File: src/rtl/keypad_bcd_entry.sv
// 4x4 matrix keypad scanner with debounce, key decode and a 3-digit BCD entry register.
// Optional auto-repeat while a key is held is enabled by defining KEYPAD_AUTOREPEAT_EN.
module keypad_bcd_entry #(
    parameter int unsigned SCAN_DIV       = 100000,
    parameter int unsigned DEBOUNCE_TICKS = 4,
    parameter int unsigned REPEAT_TICKS   = 50
) (
    input  logic        CLK,
    input  logic        RST,
    input  logic        i_ce,
    input  logic [3:0]  row_in,
    output logic [3:0]  col_drive,
    output logic [11:0] o_bcd,
    output logic [3:0]  o_key,
    output logic        o_valid
);

    localparam int unsigned TICK_W = (SCAN_DIV > 1) ? $clog2(SCAN_DIV) : 1;
    localparam int unsigned DEB_W  = $clog2(DEBOUNCE_TICKS + 1);

    if (SCAN_DIV < 4 || DEBOUNCE_TICKS < 1 || REPEAT_TICKS < 1) begin : g_param_check
        $error("keypad_bcd_entry: parameter out of range");
    end

    typedef enum logic [1:0] {StScan, StDebounce, StHold} state_t;

    state_t              state;
    logic [3:0]          row_meta;
    logic [3:0]          row_sync;
    logic [TICK_W-1:0]   tick_cnt;
    logic [1:0]          col_idx;
    logic [DEB_W-1:0]    deb_cnt;
    logic [DEB_W-1:0]    rel_cnt;
    logic [3:0]          cand;
    logic                tick;
    logic                key_found;
    logic [1:0]          row_idx;
    logic [3:0]          key_code;

`ifdef KEYPAD_AUTOREPEAT_EN
    localparam int unsigned REP_W = $clog2(REPEAT_TICKS + 1);
    logic [REP_W-1:0]    rep_cnt;
`endif

    function automatic logic [3:0] col_dec(input logic [1:0] idx);
        return ~(4'b0001 << idx);
    endfunction

    function automatic logic [3:0] key_lut(input logic [1:0] r, input logic [1:0] c);
        logic [3:0] code;
        case ({r, c})
            4'h0:    code = 4'h1;
            4'h1:    code = 4'h2;
            4'h2:    code = 4'h3;
            4'h3:    code = 4'hA;
            4'h4:    code = 4'h4;
            4'h5:    code = 4'h5;
            4'h6:    code = 4'h6;
            4'h7:    code = 4'hB;
            4'h8:    code = 4'h7;
            4'h9:    code = 4'h8;
            4'hA:    code = 4'h9;
            4'hB:    code = 4'hC;
            4'hC:    code = 4'h0;
            4'hD:    code = 4'hF;
            4'hE:    code = 4'hE;
            4'hF:    code = 4'hD;
            default: code = 4'h0;
        endcase
        return code;
    endfunction

    // Digits shift in from the right; B is backspace, C clears, operators leave the entry alone.
    function automatic logic [11:0] bcd_next(input logic [11:0] bcd, input logic [3:0] code);
        logic [11:0] res;
        res = bcd;
        if (code <= 4'd9) begin
            res = {bcd[7:0], code};
        end else if (code == 4'hB) begin
            res = {4'h0, bcd[11:4]};
        end else if (code == 4'hC) begin
            res = 12'h000;
        end
        return res;
    endfunction

    assign tick = i_ce && (tick_cnt == TICK_W'(SCAN_DIV - 1));

    // Exactly one low row is a key; none or several low rows count as no key.
    always_comb begin
        key_found = 1'b1;
        row_idx   = 2'd0;
        case (row_sync)
            4'b1110: row_idx = 2'd0;
            4'b1101: row_idx = 2'd1;
            4'b1011: row_idx = 2'd2;
            4'b0111: row_idx = 2'd3;
            default: key_found = 1'b0;
        endcase
        key_code = key_lut(row_idx, col_idx);
    end

    always_ff @(posedge CLK or posedge RST) begin
        if (RST) begin
            row_meta <= 4'b1111;
            row_sync <= 4'b1111;
        end else begin
            row_meta <= row_in;
            row_sync <= row_meta;
        end
    end

    always_ff @(posedge CLK or posedge RST) begin
        if (RST) begin
            state     <= StScan;
            tick_cnt  <= '0;
            col_idx   <= 2'd0;
            deb_cnt   <= '0;
            rel_cnt   <= '0;
            cand      <= 4'h0;
            col_drive <= 4'b1111;
            o_bcd     <= 12'h000;
            o_key     <= 4'h0;
            o_valid   <= 1'b0;
`ifdef KEYPAD_AUTOREPEAT_EN
            rep_cnt   <= '0;
`endif
        end else begin
            o_valid <= 1'b0;
            if (!i_ce) begin
                state     <= StScan;
                tick_cnt  <= '0;
                deb_cnt   <= '0;
                rel_cnt   <= '0;
                col_drive <= 4'b1111;
`ifdef KEYPAD_AUTOREPEAT_EN
                rep_cnt   <= '0;
`endif
            end else begin
                col_drive <= col_dec(col_idx);
                tick_cnt  <= tick ? '0 : tick_cnt + 1'b1;
                if (tick) begin
                    case (state)
                        StScan: begin
                            if (key_found) begin
                                cand    <= key_code;
                                deb_cnt <= DEB_W'(1);
                                if (DEBOUNCE_TICKS == 1) begin
                                    o_valid <= 1'b1;
                                    o_key   <= key_code;
                                    o_bcd   <= bcd_next(o_bcd, key_code);
                                    rel_cnt <= '0;
                                    state   <= StHold;
`ifdef KEYPAD_AUTOREPEAT_EN
                                    rep_cnt <= '0;
`endif
                                end else begin
                                    state <= StDebounce;
                                end
                            end else begin
                                col_idx   <= col_idx + 2'd1;
                                col_drive <= col_dec(col_idx + 2'd1);
                            end
                        end
                        StDebounce: begin
                            if (key_found && key_code == cand) begin
                                deb_cnt <= deb_cnt + 1'b1;
                                if (deb_cnt == DEB_W'(DEBOUNCE_TICKS - 1)) begin
                                    o_valid <= 1'b1;
                                    o_key   <= cand;
                                    o_bcd   <= bcd_next(o_bcd, cand);
                                    rel_cnt <= '0;
                                    state   <= StHold;
`ifdef KEYPAD_AUTOREPEAT_EN
                                    rep_cnt <= '0;
`endif
                                end
                            end else begin
                                state     <= StScan;
                                deb_cnt   <= '0;
                                col_idx   <= col_idx + 2'd1;
                                col_drive <= col_dec(col_idx + 2'd1);
                            end
                        end
                        StHold: begin
                            // Any key on the frozen column, even a different one, keeps the hold.
                            if (key_found) begin
                                rel_cnt <= '0;
`ifdef KEYPAD_AUTOREPEAT_EN
                                if (key_code == cand) begin
                                    if (rep_cnt == REP_W'(REPEAT_TICKS - 1)) begin
                                        rep_cnt <= '0;
                                        o_valid <= 1'b1;
                                        o_key   <= cand;
                                        o_bcd   <= bcd_next(o_bcd, cand);
                                    end else begin
                                        rep_cnt <= rep_cnt + 1'b1;
                                    end
                                end
`endif
                            end else if (rel_cnt == DEB_W'(DEBOUNCE_TICKS - 1)) begin
                                state     <= StScan;
                                rel_cnt   <= '0;
                                deb_cnt   <= '0;
                                col_idx   <= col_idx + 2'd1;
                                col_drive <= col_dec(col_idx + 2'd1);
`ifdef KEYPAD_AUTOREPEAT_EN
                                rep_cnt   <= '0;
`endif
                            end else begin
                                rel_cnt <= rel_cnt + 1'b1;
                            end
                        end
                        default: state <= StScan;
                    endcase
                end
            end
        end
    end

endmodule

File: config.mk
export PLATFORM = sky130hd
export DESIGN_NAME = keypad_bcd_entry
export DESIGN_NICKNAME = d
export VERILOG_FILES = /design/src/rtl/keypad_bcd_entry.sv
export SDC_FILE = /design/constraint.sdc
export NUM_CORES = 1
export LEC_CHECK = 0
export ABC_CLOCK_PERIOD_IN_PS = 4680
export CORE_MARGIN = 2
export CORE_UTILIZATION = 45
export CTS_CLUSTER_DIAMETER = 200
export DETAILED_ROUTE_END_ITERATION = 8
export PLACE_DENSITY = 0.71
export SETUP_SLACK_MARGIN = 0.05
export SLEW_MARGIN = 30
export SYNTH_ARGS = -nofsm -noshare
export SYNTH_HDL_FRONTEND = slang
export SYNTH_SLANG_ARGS = --single-unit
export TNS_END_PERCENT = 50
File: constraint.sdc
create_clock -name CLK -period 4.68 [get_ports CLK]
set_clock_uncertainty 0.15 [all_clocks]
set_input_delay 0.702 -clock CLK [delete_from_list [all_inputs] [get_ports CLK]]
set_output_delay 0.702 -clock CLK [all_outputs]
set_load 0.05 [all_outputs]
Word level (Yosys, flattened, before mapping)
Memories as Yosys holds them, arrays and structs flattened.
Cells that the tools add are included.
Widths: inputs -> output; s select.
{ "totals": {"regBits": 60, "mem_bits_ro": 64, "out_inout_bits": 21, "word_cells": 106, "n_memories": 1} }
{ "op_classes": {"addsub": 4, "n_lt_le_gt_ge": 1, "eq_ne": 25, "shift": 2, "mux": 46, "bitwise_logic": 2, "reduce_logical": 13} }
{ "memory_table": {"columns": ["memory", "words", "width", "rd", "rd_clocked_by_memory_dff", "write_ports", "line_no", "text"], "rows": [
  ["(no name shown)", 16, 4, 1, 0, 0, "51", "case ({r, c})"]
]} }
{ "op_table": {"columns": ["op", "n"], "rows": [
  ["$mux 12", 3],
  ["$mux 3", 12],
  ["$mux 17", 2],
  ["$mux 4", 6],
  ["$mux 2", 11],
  ["$eq 4x4->1 const B", 5],
  ["$pmux 2 s3", 3],
  ["$add 17x1->17 const B", 1],
  ["$eq 17x17->1 const B", 1],
  ["$ne 3x3->1 const B", 5],
  ["$reduce_and 5->1", 3],
  ["$pmux 4 s3", 1],
  ["$pmux 3 s3", 1],
  ["$ne 2x2->1 const B", 4],
  ["$not 4->4", 2],
  ["$reduce_and 4->1", 2],
  ["$shl 1x2->4 const A", 2],
  ["$reduce_and 7->1", 1],
  ["$add 3x1->3 const B", 2],
  ["$eq 3x2->1 const B", 2],
  ["$mux 1", 6],
  ["$pmux 3 s2", 1],
  ["$reduce_and 6->1", 1],
  ["$reduce_bool 3->1", 2],
  ["other kinds (13)", 14]
]} }

Depth between registers and ports, before layout
Gate-level depths: netlist of run 1.
An unclocked memory read counts as a cell.
{ "depth": {"word_depth": 9, "mapped_depth": 11, "ltp_nobuf": 9} }

Worst setup path after synthesis of run 1
Ideal clock, no wire load.
{ "synth_path": {"kind": "register -> register", "start": "register col_idx[0]", "end": "register o_bcd[0]", "arrival_time_ns": 3.060, "required_time_ns": 4.403, "path_slack_ns": 1.343, "path_stages_with_launch": 11, "n_path_buf": 2, "period_less_slack_ns": 3.337, "cell_sequence": "dfrtp_1 inv_1 ha_1 or3b_1 a32oi_1 a21bo_2 or4b_1 buf_2 nor4b_4 buf_6 mux2_1"} }
{ "synth_between": {"elab_chain_len": 4} }
{ "synth_rtl": {"columns": ["element", "line_no", "text"], "rows": [
  ["start: declaration", "31", "logic [1:0] col_idx;"],
  ["start signal: assignment", "161", "col_idx <= col_idx + 2'd1;"],
  ["start signal: assignment", "181", "col_idx <= col_idx + 2'd1;"],
  ["start signal: assignment", "205", "col_idx <= col_idx + 2'd1;"],
  ["$mem_v2 16x4", null, null],
  ["$eq 4x4->1", "166", "if (key_found && key_code == cand) begin"],
  ["$logic_and 1x1->1", "166", null],
  ["$reduce_and 6->1 (no line)", null, null],
  ["end signal: assignment", "151", "o_bcd <= bcd_next(o_bcd, key_code);"],
  ["end signal: assignment", "171", "o_bcd <= bcd_next(o_bcd, cand);"],
  ["end: declaration", "13", "output logic [11:0] o_bcd,"]
]} }
No other way between the ends.
A chain may end at the register's enable or synchronous reset.

Worst setup path in the final report of run 1
{ "layout_path": {"start": "register col_idx[0]", "end": "register o_bcd[7]"} }
The elaborated chain is that of the path after synthesis.

==> results of run 1 <==
## kinds of logic (layout without fill, tap and decap cells)
family / count (synthesis) / in the layout
AND/OR/NAND/NOR: 100 / 100
flip-flops: 60 / 60
XOR/XNOR: 23 / 23
adder cells (fa/ha/maj): 16 / 16
buffers and inverters: 29 / 66
AO/OA/AOI/OAI: 47 / 47
multiplexers: 23 / 23
## layer usage
layer / share of wire, % / vias to the layer above / wire length (um)
met1: 49 / 1091 / 2939
met3: 3.7 / 11 / 226
met4: 2.3 / 0 / 142
li1: - / 1117 / -
met5: 0 / - / 0
met2: 45 / 46 / 2738
## per-stage QoR
stage               power, mW  util, %
floorplan              0.5846        -
global placement       0.5997    51.99
detailed placement     0.6011    51.99
CTS                     1.145    55.45
global route            1.175    55.45
finish                  1.134    55.45
## cells in the final DEF (no fill, tap or decap), drive strengths merged, types with 3 or more instances in the layout
master         count
dfrtp             48
nand2             29
clkdlybuf4s50     27
nor2              26
inv               19
ha                15
xor2              14
mux2              13
clkbuf            12
dfstp             12
mux2i             10
xnor2              9
nand3              8
o21ai              7
nand4              6
a21oi              6
a22o               5
nand3b             4
o41ai              4
a2bb2o             4
buf                4
nand4b             3
o21bai             3
nand2b             3
a31oi              3
and3               3
nor4b              3
## cell type report
class | count | area share, %
multi-input combinational | 209 | 40.45
sequential | 60 | 40.25
timing repair buffer | 31 | 7.971
clock buffer | 12 | 4.384
tap | 96 | 3.188
inverter | 19 | 1.893
clock inverter | 4 | 1.860
## final timing paths
kind	start	endpoint	slack [ns]	cells after the start
max	col_idx[0]	o_bcd[7]	1.00	10
min	row_meta[1]	row_sync[1]	0.20	0
max reg2reg	col_idx[0]	o_bcd[7]	1.00	10
min reg2reg	row_meta[1]	row_sync[1]	0.20	0
max in group asynchronous	RST	row_sync[2]	2.90	3
min in group asynchronous	RST	tick_cnt[12]	0.63	2
## worst max-delay path, cell delays in order (launching register included)
cell and delay (ns):
dfrtp_1 0.45, inv_1 0.16, ha_1 0.28, or3b_1 0.36, o31a_1 0.11, o22ai_1 0.22
xnor2_1 0.16, or4b_1 0.74, nor4b_4 0.33, buf_4 0.25, mux2_2 0.36
## state kept, by name (all words and copies together) (netlist names)
signal     flops
tick_cnt      17
col_idx        2
col_drive      4
state          2
o_key          4
deb_cnt        3
row_meta       4
rel_cnt        3
o_valid        1
cand           4
row_sync       4
o_bcd         12
## where the power goes
group          switching, mW  internal (mW)  total (mW)
clock network          0.201          0.342       0.542
logic                 0.0321         0.0202      0.0522
registers            0.00972          0.530       0.539
total                  0.242          0.891        1.13
==> metrics.txt, run 1 <==
outcome finished clean; ratio of cells with drive above 1 in the final layout between 10% and 20%; vias in the first global route around 2100; dpl cells about 420; Antenna diodes 0; routed wire length per instance about 14 um; RSZ-0062 raised after global routing false; via count 2265; Initial Util 46.65%; Final nets 352; footprint of the multi-input gates 1524 um2; core area 6794 um2; endpoints failing setup 0; Synth Area in Adders 6.238%; total global-route track usage 17.08%; Seq/Total Area, Yosys 47.85%; DRC 0; initial DRC count 112; asr flop ratio synth between 90% and 100%; Post-CTS Setup Inserts 0; Post-synth top flop dfrtp_1; Worst-path clk slew 0.07 ns; Die H 87.92 um; Post-Syn Nets 320; filler instances 588; synthesized flop and latch total 60; CP Capture Type register; Sink Count 60; H-tree levels 3; PortBufs 27; Required @ worst endpoint 4.76 ns; Std-Cell Rows 30; final hold violation count 0; final instance area 3767 um2; I/O Pins 28; Resized Gates After CTS 0; startpoint types register; pwr/cell area 301.0 nW/um2; count leader, synth dfrtp_1; Most Crowded Layer GR met2; Min Hold Slack a little over 0.2 ns; final setup margin 1.002 ns; met1 Use GR 23.01%; sequential cell area between 1500 and 2000 um2; syn_area_per_cell around 11 um2; share of the synthesized area in the top cell type between 30 and 40%; Max VDD drop 0.2139 mV; pre-CTS WS 1.023 ns; post-synthesis xor/xnor area fraction 6.356%; Finished Layout Cells around 430; CTS tree built; Synth Warn # 0; Die ar. 7730 um2; Arrival @ worst endpoint 3.75 ns; Routed Antenna Nets 0; max-slew violation count 0; TritonCTS buffer count 9; combinational family with the most area after synthesis simple AND/OR/NAND/NOR gates; Max-Cap Viols 0; DR vias/cell about 5.3; dpl hpwl between 4000 and 5000 um; met3 Resource Use GR 3.864%; setup tns final 0 ns; first-pass GRT wire length between 10000 and 15000 um; Synth Area in Simple Gates around 17%; Cells after Synth 298; Post-synth EDFFs 0; Syn Std Cell Area 3169 um2; final WL between 6000 and 7000 um; worst-path fanout max 12; cell leakage power ~1.6 nW; later-pin clock latency in the skew report about 0.34 ns; Clk Tree Root Cell clkbuf_8; Final GP Congestion around 0.9; min-delay worst type register to register; clk buf depth 2; Syn-to-layout area delta 18.87%; Yosys cell types 53; Post-synth top cells dfrtp_1 (48), nand2_1 (29), nor2_1 (26), inv_1 (19), ha_1 (15); Synth area leaders dfrtp_1 (38%), dfstp_2 (9.9%), ha_1 (5.9%); largest net degree at the start of global routing 33; initial antenna violation count 0; Max Fclk roughly 270 MHz; Die Wd 87.92 um; compound-cell area share of the yosys netlist 10.98%; gr ovfl total 0; met2 Use GR 25.21%; 1st-pass router iterations 4; relative slew slack 51.40%; mux cell area share after synthesis just under 8%; Cell Area, Placed approximately 3500 um2; largest area contributor in the netlist dfrtp_1; Tcrit/Tclk final 78.58%; Worst Max-Slew Pin Slew 0.7246 ns; worst setup path category register to register; Hold-fix buffers, CTS 0; minimum clock period after layout about 3.7 ns
Note: power is estimated with default switching activity, not from simulation.
==> run 2: changes to the inputs <==
- ABC_CLOCK_PERIOD_IN_PS: 4680 -> 3500
- clock period: 4.68 -> 3.5 ns (I/O delays scaled with it)
==> metrics.txt, run 2 (synthesis gave the netlist of run 1 again) <==
outcome finished clean (unchanged); Max VDD drop 0.2364 mV (was 0.2139 mV); CTS tree built (unchanged); relative slew slack 60.52% (was 51.40%); final WL 6053 um (was 6047 um); ratio of cells with drive above 1 in the final layout 17.00% (was 13.73%); Worst Hold Path EP row_sync[2] (was row_sync[1]); Finished Layout Cells 443 (was 431); R2R depth 8 (was 10); later-pin clock latency in the skew report 0.34 ns (about the same); Die Wd 87.92 um (unchanged); first-pass GRT wire length 10390 um (was 10080 um); routed wire length per instance 13.66 um (was 14.03 um); Initial Util 46.65% (unchanged); Tcrit/Tclk final 95.57% (was 78.58%); min-delay src row_meta[2] (was row_meta[1]); worst setup path category register to register (unchanged); H-tree levels 3 (unchanged); Antenna diodes 0 (unchanged); Worst Max-Slew Pin Slew 0.5838 ns (was 0.7246 ns); DR vias/cell 5.205 (was 5.255); endpoints failing setup 0 (unchanged); total global-route track usage 17.13% (was 17.08%); Die H 87.92 um (unchanged); Worst-path clk slew 0.07 ns (about the same); end of the worst register-to-register path o_bcd[6] (was o_bcd[7]); core area 6794 um2 (unchanged); Max Fclk 298.9 MHz (was 271.9 MHz); CP Capture Type register (unchanged); vias in the first global route 2203 (was 2141); Clk Tree Root Cell clkbuf_8 (unchanged); Worst setup startpoint row_sync[3] (was col_idx[0]); RSZ-0062 raised after global routing false (unchanged); max reg flops 17 (unchanged); PortBufs 27 (unchanged); min-delay worst type register to register (unchanged); Sink Count 60 (unchanged); biggest regs tick_cnt (17), o_bcd (12) (unchanged); startpoint types register (unchanged); Routed Antenna Nets 0 (unchanged); Final nets 364 (was 352); most frequent cells in the layout dfrtp_1 (48), nand2_1 (29), clkdlybuf4s50_1 (27), nor2_1 (26), inv_1 (18) (unchanged); commonest non-fill, non-tap cell in the layout dfrtp_1 (unchanged); DRC 0 (unchanged); final hold violation count 0 (unchanged); initial antenna violation count 0 (unchanged); reg-to-reg startpoint row_sync[3] (was col_idx[0]); clk buf depth 2 (unchanged); r2r setup slk 0.15 ns (was 1.00 ns); minimum clock period after layout 3.345 ns (was 3.678 ns); Hold-fix buffers, CTS 0 (unchanged); Arrival @ worst endpoint 3.42 ns (was 3.75 ns); pwr/cell area 381.0 nW/um2 (was 301.0 nW/um2); 1st-pass router iterations 4 (unchanged); setup tns final 0 ns (unchanged); via count 2306 (was 2265); total chip power 1.471 mW (was 1.134 mW); I/O Pins 28 (unchanged); dpl hpwl 4187 um (was 4237 um); Std-Cell Rows 30 (unchanged); gr ovfl total 0 (unchanged); Required @ worst endpoint 3.58 ns (was 4.76 ns); worst-path fanout max 12 (unchanged); max-slew violation count 0 (unchanged); TritonCTS buffer count 9 (unchanged); largest register by flop count tick_cnt (unchanged); hold path cells 0 (unchanged); largest net degree at the start of global routing 23 (was 33); Max-Cap Viols 0 (unchanged); dpl cells 424 (was 415); cell leakage power 1.672 nW (was 1.626 nW); initial DRC count 134 (was 112); Syn-to-layout area delta 21.79% (was 18.87%); Final GP Congestion 0.8683 (was 0.9006); Die ar. 7730 um2 (unchanged)
[run 2: cell types whose count changed in the layout (fill, tap and decap cells not counted)]
cell	delta
buf_4	+11
a311oi_1	-1
clkbuf_8	-3
nor4bb_2	+1
nor4bb_1	-1
or4b_1	-1
clkinvlp_4	+1
clkbuf_1	+2
buf_12	+1
a311oi_2	+1
or4b_4	+1
[run 2: cell type report]
cell class	count	area, um2
Inverter	19	71.32
Tap cell	96	120.1
Clock inverter	5	77.57
Fill cell	568	2934
Timing Repair Buffer	43	402.9
Clock buffer	11	131.4
Sequential cell	60	1516
Multi-Input combinational cell	209	1540
[run 2: what timing repair did]
| item | in CTS | in global routing |
|---|---|---|
| setup endpoints to repair | 4 | 4 |
| pin swaps | 0 | 0 |
| resized for setup | 1 | 1 |
| cloned | 0 | 0 |
| endpoints found under the hold margin | 0 | 0 |
| buffers inserted | 0 | 3 |
[run 2: power by group]
part	switching (mW)	internal (mW)
logic	0.0458	0.0324
registers	0.0121	0.708
clock network	0.273	0.399
[run 2: per-stage QoR]
step	hold WS, ns	area, um2	utilization, %	setup slack, ns
after CTS	0.2066	3825	56.30	0.1312
after detailed placement	0.1968	3612	53.17	0.05045
final	0.2059	3860	56.81	0.1549
after floorplan	0.1952	3169	-	0.1627
after global placement	0.1960	3612	53.17	0.1091
after global routing	0.2101	3860	56.81	0.05706
[run 2: worst max-delay path by stage]
stage / endpoint / slack, ns
floorplan: o_bcd[0] / 0.16
global placement: o_bcd[7] / 0.11
detailed placement: o_bcd[0] / 0.05
CTS: o_bcd[0] / 0.13
global route: o_bcd[0] / 0.06
finish: o_bcd[6] / 0.15
[run 2: worst max-delay path: stages, from the launching register on]
cell     delay (ns)
dfstp_2        0.64
xnor2_1        0.14
or3b_1         0.41
a32oi_1        0.19
a21bo_2        0.26
or4b_4         0.58
nor4b_4        0.35
buf_12         0.18
mux2_2         0.33
[run 2: metal layers]
layer	part of all wire, %	up-vias	global-route usage (%)
met3	4.0	12	3.205
li1	-	1142	-
met4	2.0	0	7.413
met1	49	1095	24.35
met2	45	57	25.62
met5	0	-	0
==> run 3: changes to the inputs <==
- CORE_ASPECT_RATIO: default -> 1.1
- DONT_BUFFER_PORTS: default -> 1
- PLACE_DENSITY: 0.71 -> 0.66
==> metrics.txt, run 3 (synthesis gave the netlist of run 1 again) <==
CP max stage cell dfstp_2 (unchanged); minimum clock period after layout 3.324 ns (was 3.345 ns); Die Wd 84.02 um (was 87.92 um); largest net degree at the start of global routing 33 (was 23); Max VDD drop 0.2222 mV (was 0.2364 mV); outcome finished clean (unchanged); pre-CTS WS 0.09176 ns (was 0.05045 ns); Hold-fix buffers, CTS 0 (unchanged); largest register by flop count tick_cnt (unchanged); CTS tree built (unchanged); combinational share of power 4.6% (was 5.3%); worst setup path category register to register (unchanged); initial DRC count 80 (was 134); clk buf depth 2 (unchanged); Sw Ratio 24.18% (was 22.51%); final core utilization 50.74% (was 56.81%); Tcrit/Tclk final 94.97% (was 95.57%); Final GP Congestion 0.8488 (was 0.8683); Die H 92.02 um (was 87.92 um); endpoints failing setup 0 (unchanged); Sink Count 60 (unchanged); Clock Power Share 41.6% (was 45.7%); CP Capture Type register (unchanged); Max-Cap Viols 0 (unchanged); worst-path fanout max 12 (unchanged); biggest regs tick_cnt (17), o_bcd (12) (unchanged); crit path cell chain xnor2_1 -> or3b_1 -> a32oi_1 -> a21bo_2 -> or4b_1 -> nor4b_4 -> buf_12 -> mux2_2 (was xnor2_1 -> or3b_1 -> a32oi_1 -> a21bo_2 -> or4b_4 -> nor4b_4 -> buf_12 -> mux2_2); max-slew violation count 0 (unchanged); Arrival @ worst endpoint 3.40 ns (was 3.42 ns); Routed Antenna Nets 0 (unchanged); PortBufs 0 (was 27); Flop pwr share 53.7% (was 49.0%); final setup margin 0.1760 ns (was 0.1549 ns); Die ar. 7731 um2 (was 7730 um2); I/O Pins 28 (unchanged); DR vias/cell 5.483 (was 5.205); core area 6927 um2 (was 6794 um2); via count 2204 (was 2306); most frequent cells in the layout dfrtp_1 (48), nand2_1 (29), nor2_1 (25), inv_1 (18), ha_1 (15) (was dfrtp_1 (48), nand2_1 (29), clkdlybuf4s50_1 (27), nor2_1 (26), inv_1 (18)); filler instances 629 (was 568); Initial Util 45.76% (was 46.65%); total global-route track usage 17.70% (was 17.13%); Std-Cell Rows 32 (was 30); relative slew slack 56.15% (was 60.52%); internal cell power 1.021 mW (was 1.139 mW); final WL 6118 um (was 6053 um); TritonCTS buffer count 9 (unchanged); max reg flops 17 (unchanged); cell leakage power 1.538 nW (was 1.672 nW); dpl hpwl 4213 um (was 4187 um); routed wire length per instance 15.22 um (was 13.66 um); top cell family by delay on the critical path simple AND/OR/NAND/NOR gates (unchanged); min-delay worst type input port to async pin (was register to register); Antenna diodes 0 (unchanged); vias in the first global route 2181 (was 2203); commonest non-fill, non-tap cell in the layout dfrtp_1 (unchanged); 1st-pass router iterations 4 (unchanged); DRC 0 (unchanged); Min Hold Slack 0.001196 ns (was 0.2059 ns); final hold violation count 0 (unchanged); first-pass GRT wire length 10660 um (was 10390 um); WP buf/inv 1 (unchanged); P_sw 0.3254 mW (was 0.3311 mW); Worst-path clk slew 0.07 ns (about the same); pwr/cell area 383.0 nW/um2 (was 381.0 nW/um2); setup tns final 0 ns (unchanged); ratio of cells with drive above 1 in the final layout 17.67% (was 17.00%); Worst Max-Slew Pin Slew 0.6567 ns (was 0.5838 ns); later-pin clock latency in the skew report 0.35 ns (was 0.34 ns); gr ovfl total 0 (unchanged); RSZ-0062 raised after global routing false (unchanged); Required @ worst endpoint 3.58 ns (about the same); Clk Tree Root Cell clkbuf_8 (unchanged); max incr delay on CP 0.60 ns (was 0.64 ns); Max Fclk 300.8 MHz (was 298.9 MHz); H-tree levels 3 (unchanged); startpoint types register (unchanged); Final nets 334 (was 364); initial antenna violation count 0 (unchanged); Syn-to-layout area delta 10.90% (was 21.79%)
run 3: routing by layer:
metal  share of wire [%]  GRT usage (%)  vias up
met3                 5.4          6.121       12
met1                  49          23.95     1075
met4                 2.2          8.468        0
met5                   0              0        -
met2                  44          25.40       40
li1                    -              -     1077
run 3: repair_timing:
| action | in CTS | in global routing |
|---|---|---|
| setup endpoints to repair | 0 | 15 |
| setup buffers | 0 | 5 |
| resized for setup | 0 | 2 |
run 3: power groups by stage:
stage	combinational (mW)	sequential (mW)	clock, mW
after global routing	0.0725	0.724	0.610
final	0.0625	0.723	0.560
after global placement	0.0559	0.736	0
after floorplan	0.0535	0.728	0
after detailed placement	0.0571	0.737	0
after CTS	0.0576	0.724	0.575
run 3: area by class of cell:
cell class	count	area (um2)	share of cell area, %
inverters	19	71.32	2.029
clock buffers	11	151.4	4.308
flip-flops and latches	60	1516	43.15
multi-input cells	209	1533	43.61
repair buffers	13	110.1	3.133
well taps	85	106.4	3.026
clock inverters	5	26.28	0.7476
run 3: path summary, 6_finish.rpt:
kind                             start          end  slack, ns  cells past startpoint
setup / recovery           row_sync[3]     o_bcd[6]       0.18                      8
hold / removal                     RST  tick_cnt[0]      0.001                      1
setup reg to reg           row_sync[3]     o_bcd[6]       0.18                      8
hold reg to reg            row_meta[0]  row_sync[0]       0.21                      0
max in group asynchronous          RST  row_sync[1]       2.35                      2
min in group CLK             row_in[2]  row_meta[2]       0.02                      0
run 3: per-stage QoR:
step	cell area, um2	power [mW]	std cells
after floorplan	3169	0.7817	298
after global routing	3515	1.406	402
after CTS	3468	1.357	397
after detailed placement	3291	0.7940	381
final	3515	1.346	402
after global placement	3291	0.7922	381
